--- src/rtl/m_mem_map_pkg.sv ---
// m_mem_map_pkg
// Shared memory-map definitions for the CPU memory decoders (read and write side).
//   region_t   : region encoding driven on the decoders' sel outputs
//   *_LO/*_HI  : inclusive 12-bit address bounds of each region
//   rd_state_t : state encoding of the read-return FSM
//   strobe_of  : one-hot {instr, mmr, stack} strobe pattern for a region
package m_mem_map_pkg;

    typedef enum logic [1:0] {
        REG_INSTR = 2'd0,
        REG_MMR   = 2'd1,
        REG_STACK = 2'd2
    } region_t;

    localparam logic [11:0] INSTR_LO = 12'h000;
    localparam logic [11:0] INSTR_HI = 12'h400;
    localparam logic [11:0] MMR_LO   = 12'h401;
    localparam logic [11:0] MMR_HI   = 12'h44B;
    localparam logic [11:0] STACK_LO = 12'h44C;
    localparam logic [11:0] STACK_HI = 12'hFFF;

    typedef enum logic [1:0] {
        ST_IDLE  = 2'd0,
        ST_ISSUE = 2'd1,
        ST_WAIT  = 2'd2,
        ST_RESP  = 2'd3
    } rd_state_t;

    // One-hot strobe vector ordered {instr, mmr, stack}.
    function automatic logic [2:0] strobe_of(input region_t r);
        logic [2:0] s;
        case (r)
            REG_INSTR: s = 3'b100;
            REG_MMR:   s = 3'b010;
            REG_STACK: s = 3'b001;
            default:   s = 3'b000;
        endcase
        return s;
    endfunction

endpackage

--- src/rtl/m_region_decode.sv ---
// m_region_decode
// Combinational address-to-region decoder shared by the read and write paths.
//   addr_i   in  12  CPU address
//   region_o out  2  decoded region (every address maps to exactly one region)
module m_region_decode
    import m_mem_map_pkg::*;
(
    input  logic [11:0] addr_i,
    output region_t     region_o
);

    // Inclusive range compare; the instruction floor (0) and stack ceiling
    // (0xFFF) are implied by the 12-bit address width.
    always_comb begin
        region_o = REG_STACK;
        if (addr_i <= INSTR_HI) begin
            region_o = REG_INSTR;
        end else if ((addr_i >= MMR_LO) && (addr_i <= MMR_HI)) begin
            region_o = REG_MMR;
        end else begin
            region_o = REG_STACK;
        end
    end

endmodule

--- src/rtl/m_read_return.sv ---
// m_read_return
// Read-side memory front end: accepts a CPU read, strobes the decoded region
// once, waits that region's fixed latency, and returns the captured word with a
// one-cycle valid pulse.
//   clk, rst_n                      clock, async active-low reset
//   MEMREAD, addr                   read request (sampled while ready=1)
//   ready                           idle, request accepted this cycle
//   rd_addr, sel                    latched address/region, held until next accept
//   rd_instr, rd_mmr, rd_stack      one-cycle region read strobes
//   instr_data, mmr_data, stack_data region read data buses
//   data_out, data_valid            returned word and its one-cycle valid pulse
module m_read_return
    import m_mem_map_pkg::*;
#(
    parameter int DATA_W    = 16,
    parameter int INSTR_LAT = 1,
    parameter int MMR_LAT   = 1,
    parameter int STACK_LAT = 2
) (
    input  logic              clk,
    input  logic              rst_n,
    input  logic              MEMREAD,
    input  logic [11:0]       addr,
    output logic              ready,
    output logic [11:0]       rd_addr,
    output logic [1:0]        sel,
    output logic              rd_instr,
    output logic              rd_mmr,
    output logic              rd_stack,
    input  logic [DATA_W-1:0] instr_data,
    input  logic [DATA_W-1:0] mmr_data,
    input  logic [DATA_W-1:0] stack_data,
    output logic [DATA_W-1:0] data_out,
    output logic              data_valid
);

    // The wait counter is 3 bits, so each latency must lie in 1..7.
    if ((INSTR_LAT < 1) || (INSTR_LAT > 7)) begin : g_bad_instr_lat
        $error("m_read_return: INSTR_LAT must be in 1..7");
    end
    if ((MMR_LAT < 1) || (MMR_LAT > 7)) begin : g_bad_mmr_lat
        $error("m_read_return: MMR_LAT must be in 1..7");
    end
    if ((STACK_LAT < 1) || (STACK_LAT > 7)) begin : g_bad_stack_lat
        $error("m_read_return: STACK_LAT must be in 1..7");
    end

    localparam logic [2:0] INSTR_LAT_C = 3'(INSTR_LAT);
    localparam logic [2:0] MMR_LAT_C   = 3'(MMR_LAT);
    localparam logic [2:0] STACK_LAT_C = 3'(STACK_LAT);

    function automatic logic [2:0] lat_of(input region_t r);
        logic [2:0] l;
        case (r)
            REG_INSTR: l = INSTR_LAT_C;
            REG_MMR:   l = MMR_LAT_C;
            REG_STACK: l = STACK_LAT_C;
            default:   l = INSTR_LAT_C;
        endcase
        return l;
    endfunction

    rd_state_t         state_q;
    logic [2:0]        cnt_q;
    logic              ready_q;
    logic [11:0]       rd_addr_q;
    region_t           sel_q;
    logic              rd_instr_q;
    logic              rd_mmr_q;
    logic              rd_stack_q;
    logic [DATA_W-1:0] data_out_q;
    logic              data_valid_q;

    region_t           region_s;
    logic [DATA_W-1:0] sel_data_s;

    m_region_decode u_region_decode (
        .addr_i   (addr),
        .region_o (region_s)
    );

    // Only the latched region's bus is looked at; the others are don't-care.
    always_comb begin
        sel_data_s = {DATA_W{1'b0}};
        case (sel_q)
            REG_INSTR: sel_data_s = instr_data;
            REG_MMR:   sel_data_s = mmr_data;
            REG_STACK: sel_data_s = stack_data;
            default:   sel_data_s = {DATA_W{1'b0}};
        endcase
    end

    // Read FSM with wait counter, capture register and registered outputs.
    // ready_q stays low while rst_n is asserted and rises on the first edge
    // after release, so a request can never be accepted in that first cycle.
    always_ff @(posedge clk or negedge rst_n) begin
        if (!rst_n) begin
            state_q      <= ST_IDLE;
            cnt_q        <= 3'd0;
            ready_q      <= 1'b0;
            rd_addr_q    <= 12'h000;
            sel_q        <= REG_INSTR;
            rd_instr_q   <= 1'b0;
            rd_mmr_q     <= 1'b0;
            rd_stack_q   <= 1'b0;
            data_out_q   <= {DATA_W{1'b0}};
            data_valid_q <= 1'b0;
        end else begin
            // Strobes and valid are single-cycle pulses by default.
            rd_instr_q   <= 1'b0;
            rd_mmr_q     <= 1'b0;
            rd_stack_q   <= 1'b0;
            data_valid_q <= 1'b0;
            case (state_q)
                ST_IDLE: begin
                    if (!ready_q) begin
                        ready_q <= 1'b1;
                    end else if (MEMREAD) begin
                        ready_q    <= 1'b0;
                        rd_addr_q  <= addr;
                        sel_q      <= region_s;
                        cnt_q      <= lat_of(region_s);
                        {rd_instr_q, rd_mmr_q, rd_stack_q} <= strobe_of(region_s);
                        state_q    <= ST_ISSUE;
                    end else begin
                        state_q <= ST_IDLE;
                    end
                end
                ST_ISSUE: begin
                    state_q <= ST_WAIT;
                end
                ST_WAIT: begin
                    cnt_q <= cnt_q - 3'd1;
                    if (cnt_q == 3'd1) begin
                        data_out_q   <= sel_data_s;
                        data_valid_q <= 1'b1;
                        state_q      <= ST_RESP;
                    end else begin
                        state_q <= ST_WAIT;
                    end
                end
                ST_RESP: begin
                    ready_q <= 1'b1;
                    state_q <= ST_IDLE;
                end
                default: begin
                    ready_q <= 1'b0;
                    cnt_q   <= 3'd0;
                    state_q <= ST_IDLE;
                end
            endcase
        end
    end

    assign ready      = ready_q;
    assign rd_addr    = rd_addr_q;
    assign sel        = sel_q;
    assign rd_instr   = rd_instr_q;
    assign rd_mmr     = rd_mmr_q;
    assign rd_stack   = rd_stack_q;
    assign data_out   = data_out_q;
    assign data_valid = data_valid_q;

endmodule

--- config.mk ---
export PLATFORM = sky130hd
export DESIGN_NAME = m_read_return
export DESIGN_NICKNAME = d
export VERILOG_FILES = /design/src/rtl/m_mem_map_pkg.sv /design/src/rtl/m_region_decode.sv /design/src/rtl/m_read_return.sv
export SDC_FILE = /design/constraint.sdc
export NUM_CORES = 1
export LEC_CHECK = 0
export BUFFER_PORTS_ARGS = -buffer_cell sky130_fd_sc_hd__buf_2
export CORE_ASPECT_RATIO = 1.25
export CORE_MARGIN = 2
export CORE_UTILIZATION = 49
export CTS_CLUSTER_DIAMETER = 200
export DETAILED_ROUTE_END_ITERATION = 12
export PLACE_DENSITY_LB_ADDON = 0.05
export SETUP_SLACK_MARGIN = 0.5
export SKIP_CTS_REPAIR_TIMING = 1
export SKIP_LAST_GASP = 1
export SLEW_MARGIN = 30
export SYNTH_ARGS = -nofsm -noshare
export SYNTH_HDL_FRONTEND = slang
export SYNTH_SLANG_ARGS = --single-unit
--- constraint.sdc ---
create_clock -name clk -period 3.1 [get_ports clk]
set_input_delay 0.62 -clock clk [delete_from_list [all_inputs] [get_ports clk]]
set_output_delay 0.62 -clock clk [all_outputs]
set_load 0.02 [all_outputs]
-- Word-level counts from Yosys, hierarchy flattened
Cells that the tools add are included.
- bits in registers: 40
- bits in latches: 0
- bits in writable memories: 0
- memory bits (read-only): 0
- memories kept: 0
- $add $sub $neg: 1
- multiply operators: 0
- div/mod/pow operators: 0
- $lt $le $gt $ge: 3
- equality and inequality tests: 10
- shift operators: 0
- muxes and demuxes: 26
- bitwise logic cells: 0
- reduce and logical (&&, ||, !) cells: 9
- operator list (kind ; count):
    $pmux 16 s3 ; 1
    $le 12x11->1 const B ; 2
    $mux 1 ; 15
    $ge 12x11->1 const B ; 1
    $pmux 3 s3 ; 1
    $eq 2x2->1 const B ; 4
    $mux 2 ; 4
    $pmux 2 s4 ; 1
    $eq 2x1->1 const B ; 3
    $logic_not 2->1 ; 3
    $mux 3 ; 2
    $pmux 3 s2 ; 1
    $reduce_and 3->1 ; 2
    $ne 2x2->1 const B ; 2
    $reduce_bool 2->1 ; 2
    $eq 3x1->1 const B ; 1
    $sub 3x1->3 const B ; 1
    $pmux 1 s2 ; 1
    $reduce_and 2->1 ; 1
    $logic_and 1x1->1 ; 1

-- Logic depth before layout (Yosys ltp)
Gate-level depths: netlist of the first run.
- depth after elaboration: 9
- mapped depth: 6

-- Hierarchy
Synthesis of the first run repeated with hierarchy kept, for this count alone.
- cells, all modules: 194
- area total of the unflattened synthesis: 2092.0 sq um
- by module, submodules not included (module ; times used ; cells each ; area an instance (sq um) ; sequential area each (sq um)):
    m_read_return ; 1 ; 185 ; 2025.7 ; 1001.0
    m_region_decode ; 1 ; 9 ; 66.3 ; 0.0

-- Least setup slack after synthesis of the first run
Ideal clock, no wire load.
- path type: input -> register
- start point: input port addr[11]
- end point: register sel_q[0], in the netlist sel[0]
- arrival: 1737 ps
- setup slack: 1260 ps
- stages on the path: 4
- buffers on the path: 0
- path through: or4_4 > a211oi_2 > inv_2 > o41ai_2
- word-level cells in the longest chain between the ends: 4
- elaborated cells on any way between the ends: 6
- ends and longest elaborated chain (item ; line ; source):
    start, declared ; m_read_return.sv:23 ; input logic [11:0] addr,
    $ge 12x11->1 / $le 12x11->1 (equally long branches) ; m_region_decode.sv:18 ; end else if ((addr_i >= MMR_LO) && (addr_i <= MMR_HI)) begin
    $logic_and 1x1->1 ; m_region_decode.sv:18 ;
    $mux 2 ; m_region_decode.sv:18 ;
    $mux 2 (*) ; m_region_decode.sv:16 ; if (addr_i <= INSTR_HI) begin
    end signal, assigned ; m_read_return.sv:121 ; sel_q <= region_s;
    end, declared ; m_read_return.sv:67 ; region_t sel_q;
Mark *: on every way between the ends. The rest lies on a longest branch, timed or not.
A chain may end at the register's enable or synchronous reset.

-- Worst setup path in the final report of the first run
- start point: register sel_q[0], in the netlist sel[0]
- end point: output port sel[0]
- RTL lines (item ; line ; source):
    end, declared ; m_read_return.sv:26 ; output logic [1:0] sel,
No word-level cell between the ends.

==> results.md, run 1 <==
* Status: finished clean
* Crit path launch type: register
* Vias at about 1700
* Initial Utilization at 0.518
* Antenna cells at 0
* Count of final setup violators at 0
* Fin util at 0.688
* Root buf cell: clkbuf_8
* CP Data Required Time at 2.48 ns
* Pre-CTS WS at ~1.1 ns
* Non-Filler Instances at between 300 and 400
* Skew final at about 0.009 ns
* RSZ-0062 raised after global routing: no
* Placed Cells at 340
* CTS buffer count at 5
* CP Capture Type: primary output
* Post-DP HPWL at approximately 3300 microns
* Slowest CP cell: dfrtp_1
* Die area at around 0.0046 sq mm
* Wire per inst at between 10 and 15 microns
* Synth Flop Type: dfrtp_1
* Area of the multi-input gates at 893 sq um
* Clock latency reported for the late side of the worst-skew pair at 0.28 ns
* Post-synth top area cell: dfrtp_1
* P per Cell Area at ~960 mW/mm^2
* Clock share of power at 0.162
* # DRC at 0
* Sequential share of power at 0.349
* DR iter-0 viols at 58
* CP Class: register to primary output
* Net Count, Synth at roughly 260
* Num Clock Sinks at 40
* Worst IR Drop VDD at between 0.0005 and 0.0006 V
* Buffers on Ports at 97
* CTS HTree Levels at 2
* Post-synth EDFFs at 0
* Leak at approximately 1.4 nW
* Antenna violations before repair at 0
* Filler instances at ~360
* Worst-path clk slew at 0.08 ns
* Syn Inst Count at roughly 200
* Post-synth top area share at 0.506
* Overflow after GRT at 0
* Setup TNS at 0 ns
* Die W at 60.8 microns
* Fmax at around 0.53 GHz
* Final nets at 361
* First-pass GRT wire length at approximately 6700 microns
* Via density per instance at ~5
* Die height at around 75 microns
* DR pass1 iterations at 5
* Worst-path maximum fanout at 19
* WP data arrival at between 1 and 1.5 ns
* Area Overhead vs Synth at 32.8%
* Core box area at 0.00382 sq mm
* Mean Syn Cell Area at between 10 and 15 sq um
* Synth async-reset ratio at 1.00
* Internal power at 0.00150 W
* Pin slew with the least headroom to its limit at roughly 0.57 ns
* Largest net degree at the start of global routing at between 40 and 50
* Worst-path cell chain: buf_2
* Gpl congestion at slightly below 0.8
* Switching power at just over 0.001 W
* Std-Cell Rows at 25
* Slew HR at 0.620
* Fin. Hold Viols at 0
* Fin crit period at 1.88 ns
* Unique masters post-synth at 33
* Bufs and invs on worst path at 1
* Detail Route Antenna Nets at 0
* Final worst-path cycle share at 0.608
* Hold crit path type: input pin to asynchronous set/reset pin
* Top post-synthesis cells by area: dfrtp_1 (51%), mux2i_1 (8.1%), mux2_2 (6.3%)
* Number of synthesized register bits at 40
* Sequential share of the synthesized area at 0.506
* Synth warnings at 0
* Mapped Area at 0.00198 sq mm
* Clock Tree Buf Depth at 2
* Reg area at around 0.0010 sq mm
* Slowest cell delay on critical path at between 0.7 and 0.8 ns
* Max-cap viol count at 0
* Max Slew Vio Count at 0
* Comb power frac at 0.489
* Drt total wl at 4240 microns
* Vias in the first global route at 1533
* Num ports at 98
* Sw Share at 0.404
* Gr usage total at 0.199
* Layout cell share with drive strength beyond 1 at 0.425
* TritonCTS clock tree: yes
* Setup slack after layout at ~1.2 ns
* Delay-heaviest family, CP: flip-flops
cell type report:
cell class | instances | area share
clock buffers | 6 | 0.0276
clock inverters | 2 | 0.0133
inverters | 10 | 0.0143
multi-input cells | 135 | 0.340
flip-flops and latches | 40 | 0.381
well taps | 54 | 0.0257
repair buffers | 101 | 0.197
metal layers:
metal / track usage / vias up / part of all wire
met5: 0 / - / 0
met4: 0.0773 / 0 / 0.013
met3: 0.0515 / 4 / 0.080
met2: 0.358 / 69 / 0.48
met1: 0.220 / 761 / 0.43
li1: - / 875 / -
cell usage after synthesis (2+ instances only):
cell,count
ha_1,5
nand2_1,21
inv_1,9
dfrtp_1,40
o21ai_0,17
clkbuf_1,8
mux2i_1,16
buf_2,3
o21ai_1,5
nor3_1,2
mux2_2,11
nand3_1,4
nor2_1,18
a21oi_1,17
nor4_1,2
flip-flops by register name (all words and copies together) (netlist names), 2 cells and up:
register  cells
cnt_q         3
sel           2
data_out     16
state_q       2
rd_addr      12
final timing paths:
path	end	cells after the start	from	slack (ns)
hold reg to reg	data_out[12]	2	data_out[12]	0.48
hold / removal	data_out[10]	1	rst_n	0.28
min in group clk	data_out[12]	2	data_out[12]	0.48
setup / recovery	sel[0]	1	sel[0]	1.22
max in group asynchronous	cnt_q[1]	1	rst_n	2.48
setup reg to reg	data_out[14]	4	sel[0]	1.33
cell usage in the layout (no fill, tap or decap), types with 9 or more instances in the layout:
cell | netlist | layout
buf_2 | 3 | 96
dfrtp_1 | 40 | 40
nand2_1 | 21 | 21
nor2_1 | 18 | 18
a21oi_1 | 17 | 17
o21ai_0 | 17 | 17
mux2i_1 | 16 | 16
mux2_2 | 11 | 11
inv_1 | 9 | 9
cell families (layout without fill, tap and decap cells):
| family | count (synthesis) | after routing | share of synthesized area |
|---|---|---|---|
| buffers and inverters | 21 | 119 | 0.0418 |
| AND/OR/NAND/NOR | 52 | 52 | 0.120 |
| multiplexers | 27 | 27 | 0.144 |
| AO/OA/AOI/OAI | 51 | 51 | 0.157 |
| flip-flops | 40 | 40 | 0.506 |
| adder cells (fa/ha/maj) | 5 | 5 | 0.0316 |
stage by stage:
stage / area (sq um) / power (W) / hold WS [ns]
2_1_floorplan: 1980 / 0.00175 / 0.324
3_3_place_gp: 2510 / 0.00211 / 0.458
3_5_place_dp: 2510 / 0.00213 / 0.466
4_1_cts: 2620 / 0.00255 / 0.469
5_1_grt: 2630 / 0.00272 / 0.323
6_report: 2630 / 0.00251 / 0.285
power groups by stage:
stage | logic (W) | clock network, W | registers, W
after floorplan | 0.000607 | 0 | 0.00114
after global placement | 0.00123 | 0 | 0.000884
after detailed placement | 0.00125 | 0 | 0.000886
after CTS | 0.00125 | 0.000420 | 0.000879
after global routing | 0.00137 | 0.000443 | 0.000907
final | 0.00123 | 0.000408 | 0.000876
No activity file was read; power rests on OpenSTA's default activity.
==> run 2: changes to the inputs <==
--- a/config.mk
+++ b/config.mk
@@ -8,7 +8,7 @@
 export BUFFER_PORTS_ARGS = -buffer_cell sky130_fd_sc_hd__buf_2
 export CORE_ASPECT_RATIO = 1.25
 export CORE_MARGIN = 2
-export CORE_UTILIZATION = 49
+export CORE_UTILIZATION = 46
 export CTS_CLUSTER_DIAMETER = 200
 export DETAILED_ROUTE_END_ITERATION = 12
 export PLACE_DENSITY_LB_ADDON = 0.05
==> constraint.sdc (replaced) <==
create_clock -name clk -period 1.87 [get_ports clk]
set_input_delay 0.374 -clock clk [delete_from_list [all_inputs] [get_ports clk]]
set_output_delay 0.374 -clock clk [all_outputs]
set_load 0.02 [all_outputs]
==> run 2 against run 1 <==
Against the previous run: first-iteration DRC count is 24% higher; combinational power is 96% higher; die area is 6.1% higher; core utilization is 1.5 points higher; critical endpoint is now cnt_q[0]; global-route usage is 0.77 points higher; sequential power is 68% higher; total power is 82% higher; critical path depth is 4 higher; sequential share of layout area is 3.3 points lower.
==> results.md, run 2 (synthesis results as in run 1) <==
* Core box area at approximately 0.0041 sq mm
* CP Data Required Time at 2.05 ns
* Crit path launch type: register
* Leading cell types in the layout, fill and taps excluded: buf_2 (96), dfrtp_1 (37), nand2_1 (21)
* Max Slew Vio Count at 0
* P per Cell Area at about 1600 mW/mm^2
* Num Clock Sinks at 40
* Post-DP HPWL at 3510 microns
* Worst IR Drop VDD at approximately 0.00099 V
* Initial Utilization at 0.482
* Leak at 1.49 nW
* Area Overhead vs Synth at 45.8%
* CP Capture Type: register
* Buffers on Ports at between 90 and 100
* Overflow after GRT at 0
* WP data arrival at 1.58 ns
* TritonCTS clock tree: yes
* Largest net degree at the start of global routing at 35
* Drt total wl at around 5000 microns
* Most common cell after layout, fill and taps aside: buf_2
* Max reg flops at 16
* Die W at 62.6 microns
* DR iter-0 viols at 72
* Antenna violations before repair at 0
* Setup TNS at 0 ns
* Placed cell area at 0.00257 sq mm
* Antenna cells at 0
* Slowest CP cell: dfrtp_1
* DR pass1 iterations at 4
* Fin crit period at about 1.4 ns
* Clock latency reported for the late side of the worst-skew pair at a little under 0.3 ns
* CTS buffer count at 5
* Worst-path cell chain: inv_2, ha_4, nand3_4, a2111o_1, o211a_1
* Worst-path maximum fanout at 5
* Vias at roughly 1800
* Final worst-path cycle share at 0.749
* CTS HTree Levels at 2
* Hold crit path type: input pin to register
* Status: finished clean
* Via density per instance at between 4 and 5
* Final nets at ~380
* # DRC at 0
* CP Class: register to register
* Detail Route Antenna Nets at 0
* Design area at 0.00288 sq mm
* Count of final setup violators at 0
* Std-Cell Rows at 26
* Fmax at roughly 0.71 GHz
* Max-cap viol count at 0
* Gr usage total at 0.206
* RSZ-0062 raised after global routing: yes
* Filler instances at around 340
* Root buf cell: clkbuf_8
* Skew final at just under 0.006 ns
* Worst-path clk slew at ~0.080 ns
* Fin. Hold Viols at 0
* Num ports at 98
* Reg area at about 0.001 sq mm
* Slew HR at 0.677
* Die area at a little under 0.005 sq mm
* Clock Tree Buf Depth at 2
* Layout cell share with drive strength beyond 1 at 0.485
* First-pass GRT wire length at roughly 7900 microns
* Wire per inst at between 10 and 15 microns
* Vias in the first global route at about 1700
* Pin slew with the least headroom to its limit at 0.483 ns
* Gpl congestion at ~0.74
* Area of the multi-input gates at ~970 sq um
* Die height at ~77 microns
* Slowest cell delay on critical path at around 0.4 ns
run 2: changes by cell type in the layout (fill, tap and decap cells not counted), sizes merged:
cell,delta
clkbuf,-1
dlygate4sd3,+1
clkinvlp,+1
buf,+14
run 2: metal layers:
| metal | vias to the layer above | track usage | share of wire |
|---|---|---|---|
| met2 | 57 | 0.389 | 0.54 |
| met1 | 836 | 0.236 | 0.40 |
| met3 | 4 | 0.0425 | 0.052 |
| met5 | - | 0 | 0 |
| met4 | 0 | 0.0467 | 0.0074 |
| li1 | 904 | - | - |
run 2: area by class of cell:
cell class	instances	share of cell area
flip-flops and latches	40	0.349
multi-input cells	135	0.335
repair buffers	116	0.240
well taps	56	0.0243
clock buffers	5	0.0239
clock inverters	3	0.0148
inverters	10	0.0130
run 2: worst paths after layout:
path	start	endpoint	slack [ns]	cells past startpoint
max	state_q[0]	cnt_q[0]	0.47	5
max reg2reg	state_q[0]	cnt_q[0]	0.47	5
min reg2reg	data_out[14]	data_out[14]	0.47	2
min	addr[0]	rd_addr[0]	0.34	2
min in group asynchronous	rst_n	data_out[9]	0.52	2
max in group asynchronous	rst_n	ready	0.88	3
run 2: worst max-delay path, delay by kind of cell (launching register included):
| kind | cells | cell delay (ns) |
|---|---|---|
| buf+inv | 1 | 0.11 |
| simple gates | 1 | 0.10 |
| fa+ha+maj | 1 | 0.17 |
| flops | 1 | 0.41 |
| compound gates | 2 | 0.51 |
run 2: report_power, final:
part | internal, W | switching, W
clock | 0.000395 | 0.000306
combinational | 0.00108 | 0.00133
sequential | 0.00126 | 0.000208
run 2: through the flow:
step / setup slack, ns / hold slack (ns) / power [W] / cells / util
final: 0.470 / 0.343 / 0.00458 / 365 / 0.703
after global routing: 0.413 / 0.336 / 0.00492 / 365 / 0.703
after CTS: 0.291 / -0.0164 / 0.00430 / 352 / 0.653
after detailed placement: 0.201 / 0.300 / 0.00357 / 344 / 0.626
after global placement: 0.228 / 0.306 / 0.00352 / 344 / 0.625
after floorplan: 0.372 / 0.0784 / 0.00294 / 196 / -
==> run 3: changes to the inputs <==
--- a/config.mk
+++ b/config.mk
@@ -5,10 +5,11 @@
 export SDC_FILE = /design/constraint.sdc
 export NUM_CORES = 1
 export LEC_CHECK = 0
+export ABC_AREA = 1
 export BUFFER_PORTS_ARGS = -buffer_cell sky130_fd_sc_hd__buf_2
 export CORE_ASPECT_RATIO = 1.25
 export CORE_MARGIN = 2
-export CORE_UTILIZATION = 46
+export CORE_UTILIZATION = 41
 export CTS_CLUSTER_DIAMETER = 200
 export DETAILED_ROUTE_END_ITERATION = 12
 export PLACE_DENSITY_LB_ADDON = 0.05
==> constraint.sdc (replaced) <==
create_clock -name clk -period 1.1 [get_ports clk]
set_input_delay 0.22 -clock clk [delete_from_list [all_inputs] [get_ports clk]]
set_output_delay 0.22 -clock clk [all_outputs]
set_load 0.02 [all_outputs]
==> run 3 against run 2 <==
Against the previous run: the run now ends with hold timing, setup timing left; sequential power is 83% higher; count of clock-buffer cells in the layout up 3; largest power group unchanged; synthesized cell count up 22%; critical path type unchanged; combinational power up 150%; clock power is 34% higher; largest cell class is now buffers; clock skew up 0.0011 ns.
==> results.md, run 3 <==
* Antenna cells at 0
* Synth Flop Type: dfrtp_1
* Area Overhead vs Synth at 69.8%
* Clock latency reported for the late side of the worst-skew pair at 0.29 ns
* Synth async-reset ratio at 1.00
* Pin slew with the least headroom to its limit at about 0.38 ns
* Fmax at between 0.6 and 0.7 GHz
* Post-synth EDFFs at 0
* Filler instances at 371
* Post-synth top area cell: dfrtp_1
* Failing checks: hold timing, setup timing
* P per Cell Area at 2810 mW/mm^2
* Clock Tree Buf Depth at 2
* Leading cell types in the layout, fill and taps excluded: nand2_1 (82), buf_2 (62), buf_6 (39)
* Fin util at 0.721
* Root buf cell: clkbuf_8
* Crit path launch type: register
* Worst-path maximum fanout at 8
* Sw Share at 0.393
* Worst-path clk slew at around 0.070 ns
* Detail Route Antenna Nets at 0
* Count of final setup violators at between 40 and 50
* CTS HTree Levels at 2
* Non-Filler Instances at between 400 and 500
* Gpl congestion at 0.702
* Die area at between 0.005 and 0.006 sq mm
* Status: finished with violations
* Leading cell type by number of instances after synthesis: nand2_1
* Post-DP HPWL at 3600 microns
* Post-synth top area share at 0.498
* Vias at 2038
* Final nets at 441
* Most common cell after layout, fill and taps aside: nand2_1
* Max reg flops at 16
* Comb power frac at 0.622
* Die height at between 80 and 90 microns
* Initial Utilization at 0.425
* Number of synthesized register bits at 40
* Delay-heaviest family, CP: flip-flops
* Hold crit path type: input pin to asynchronous set/reset pin
* Num Clock Sinks at 40
* Worst-path cell chain: inv_2, ha_4, nand2_4, nor2_4, clkbuf_16, mux2_4
* TritonCTS clock tree: yes
* Num ports at 98
* Reg area at 0.00103 sq mm
* Clock share of power at 0.098
* Bufs and invs on worst path at 2
* Syn Inst Count at 239
* Fin crit period at roughly 1.4 ns
* Fin. Hold Viols at 40
* Buffers on Ports at 97
* Slowest cell delay on critical path at slightly below 0.4 ns
* Sequential share of power at 0.280
* Final worst-path cycle share at 1.30
* Area of the multi-input gates at between 0.001 and 0.0015 sq mm
* Switching power at 0.00377 W
* CP Class: register to register
* Critical Path Stages at 6
* Mean Syn Cell Area at 8.41 sq um
* Placed Cells at 409
* Worst r2r path cells at 6
* Pre-CTS WS at -0.362 ns
* Wire per inst at 12.4 microns
* Mapped Area at between 0.002 and 0.0025 sq mm
* Via density per instance at around 4.7
* WP data arrival at around 1.6 ns
* # DRC at 0
* DR iter-0 viols at 57
* Setup slack after layout at -0.329 ns
* Tot Pwr at between 0.009 and 0.01 W
* Slew HR at 0.748
* Synth warnings at 0
* Top post-synthesis cells by area: dfrtp_1 (50%), nand2_1 (16%), mux2_2 (9.0%)
* First-pass GRT wire length at approximately 7600 microns
* CP Capture Type: register
* CP Data Required Time at roughly 1.3 ns
* Hold slack at -0.110 ns
* Max Slew Vio Count at 0
* Slowest CP cell: dfrtp_1
* Drt total wl at around 5400 microns
* Sequential share of the synthesized area at 0.498
* Layout cell share with drive strength beyond 1 at 0.537
* Leak at 1.76 nW
* Gr usage total at 0.183
* Unique masters post-synth at 20
* Antenna violations before repair at 0
* DR pass1 iterations at 4
* Core box area at 0.00473 sq mm
* Max-cap viol count at 0
* Overflow after GRT at 0
* Synth top cells by count: nand2_1 (85), dfrtp_1 (40), inv_1 (23)
* Largest net degree at the start of global routing at between 40 and 50
* Skew final at just under 0.007 ns
* Internal power at slightly below 0.006 W
* Std-Cell Rows at 28
* Worst IR Drop VDD at 0.00174 V
* Net Count, Synth at approximately 310
* CTS buffer count at 5
* RSZ-0062 raised after global routing: yes
* Vias in the first global route at 1802
* Die W at 66.6 microns
[run 3: cell count changes after synthesis, sizes merged, moves of 2 or more]
cell	delta
inv	+14
clkbuf	-5
mux2i	-16
nor2	-3
nand3	+15
nand2	+64
mux2	+5
or4	-2
o21ai	-6
a21oi	-10
nor4	-3
[run 3: cell families (layout without fill, tap and decap cells)]
kind of cell / count (synthesis) / count (layout) / synth area share
compound gates: 25 / 25 / 0.0654
xor+xnor: 1 / 1 / 0.00436
fa+ha+maj: 5 / 5 / 0.0311
buf+inv: 31 / 166 / 0.0679
flops: 40 / 40 / 0.498
mux: 16 / 16 / 0.0897
simple gates: 121 / 121 / 0.243
[run 3: cell type report]
| type | instances | area share |
|---|---|---|
| Inverter | 24 | 0.0282 |
| Clock buffer | 8 | 0.0235 |
| Multi-Input combinational cell | 168 | 0.304 |
| Sequential cell | 40 | 0.302 |
| Tap cell | 60 | 0.0220 |
| Timing Repair Buffer | 134 | 0.321 |
[run 3: path summary, 6_finish.rpt]
path                                 to  startpoint  slack [ns]
setup / recovery           data_out[13]  state_q[0]       -0.33
hold / removal              data_out[9]       rst_n       -0.11
setup reg to reg           data_out[13]  state_q[0]       -0.33
hold reg to reg                cnt_q[1]    cnt_q[1]        0.51
max in group asynchronous         ready       rst_n        0.99
min in group clk             rd_addr[9]     addr[9]        0.18
[run 3: per-stage QoR]
step | hold slack, ns | TNS, ns | area, sq um
2_1_floorplan | -0.0756 | -6.11 | 2090
3_3_place_gp | 0.211 | -12.39 | 2750
3_5_place_dp | 0.212 | -9.64 | 2760
4_1_cts | -0.103 | -11.07 | 2840
5_1_grt | -0.0948 | -11.88 | 3410
6_report | -0.110 | -9.21 | 3410
[run 3: worst reg2reg max path: stages (launching register included)]
cell	delay (ns)
dfrtp_1	0.39
inv_2	0.08
ha_4	0.14
nand2_4	0.05
nor2_4	0.15
clkbuf_16	0.20
mux2_4	0.30
[run 3: routing by layer]
| layer | part of all wire | track usage |
|---|---|---|
| met1 | 0.40 | 0.201 |
| met2 | 0.51 | 0.339 |
| met3 | 0.073 | 0.0461 |
| met4 | 0.015 | 0.0673 |
| met5 | 0 | 0 |
[run 3: power groups by stage]
stage | clock network, W | registers [W] | logic (W)
after global routing | 0.00102 | 0.00276 | 0.00643
after global placement | 0 | 0.00253 | 0.00404
after CTS | 0.000969 | 0.00254 | 0.00411
after floorplan | 0 | 0.00329 | 0.00199
after detailed placement | 0 | 0.00257 | 0.00409
final | 0.000938 | 0.00269 | 0.00596
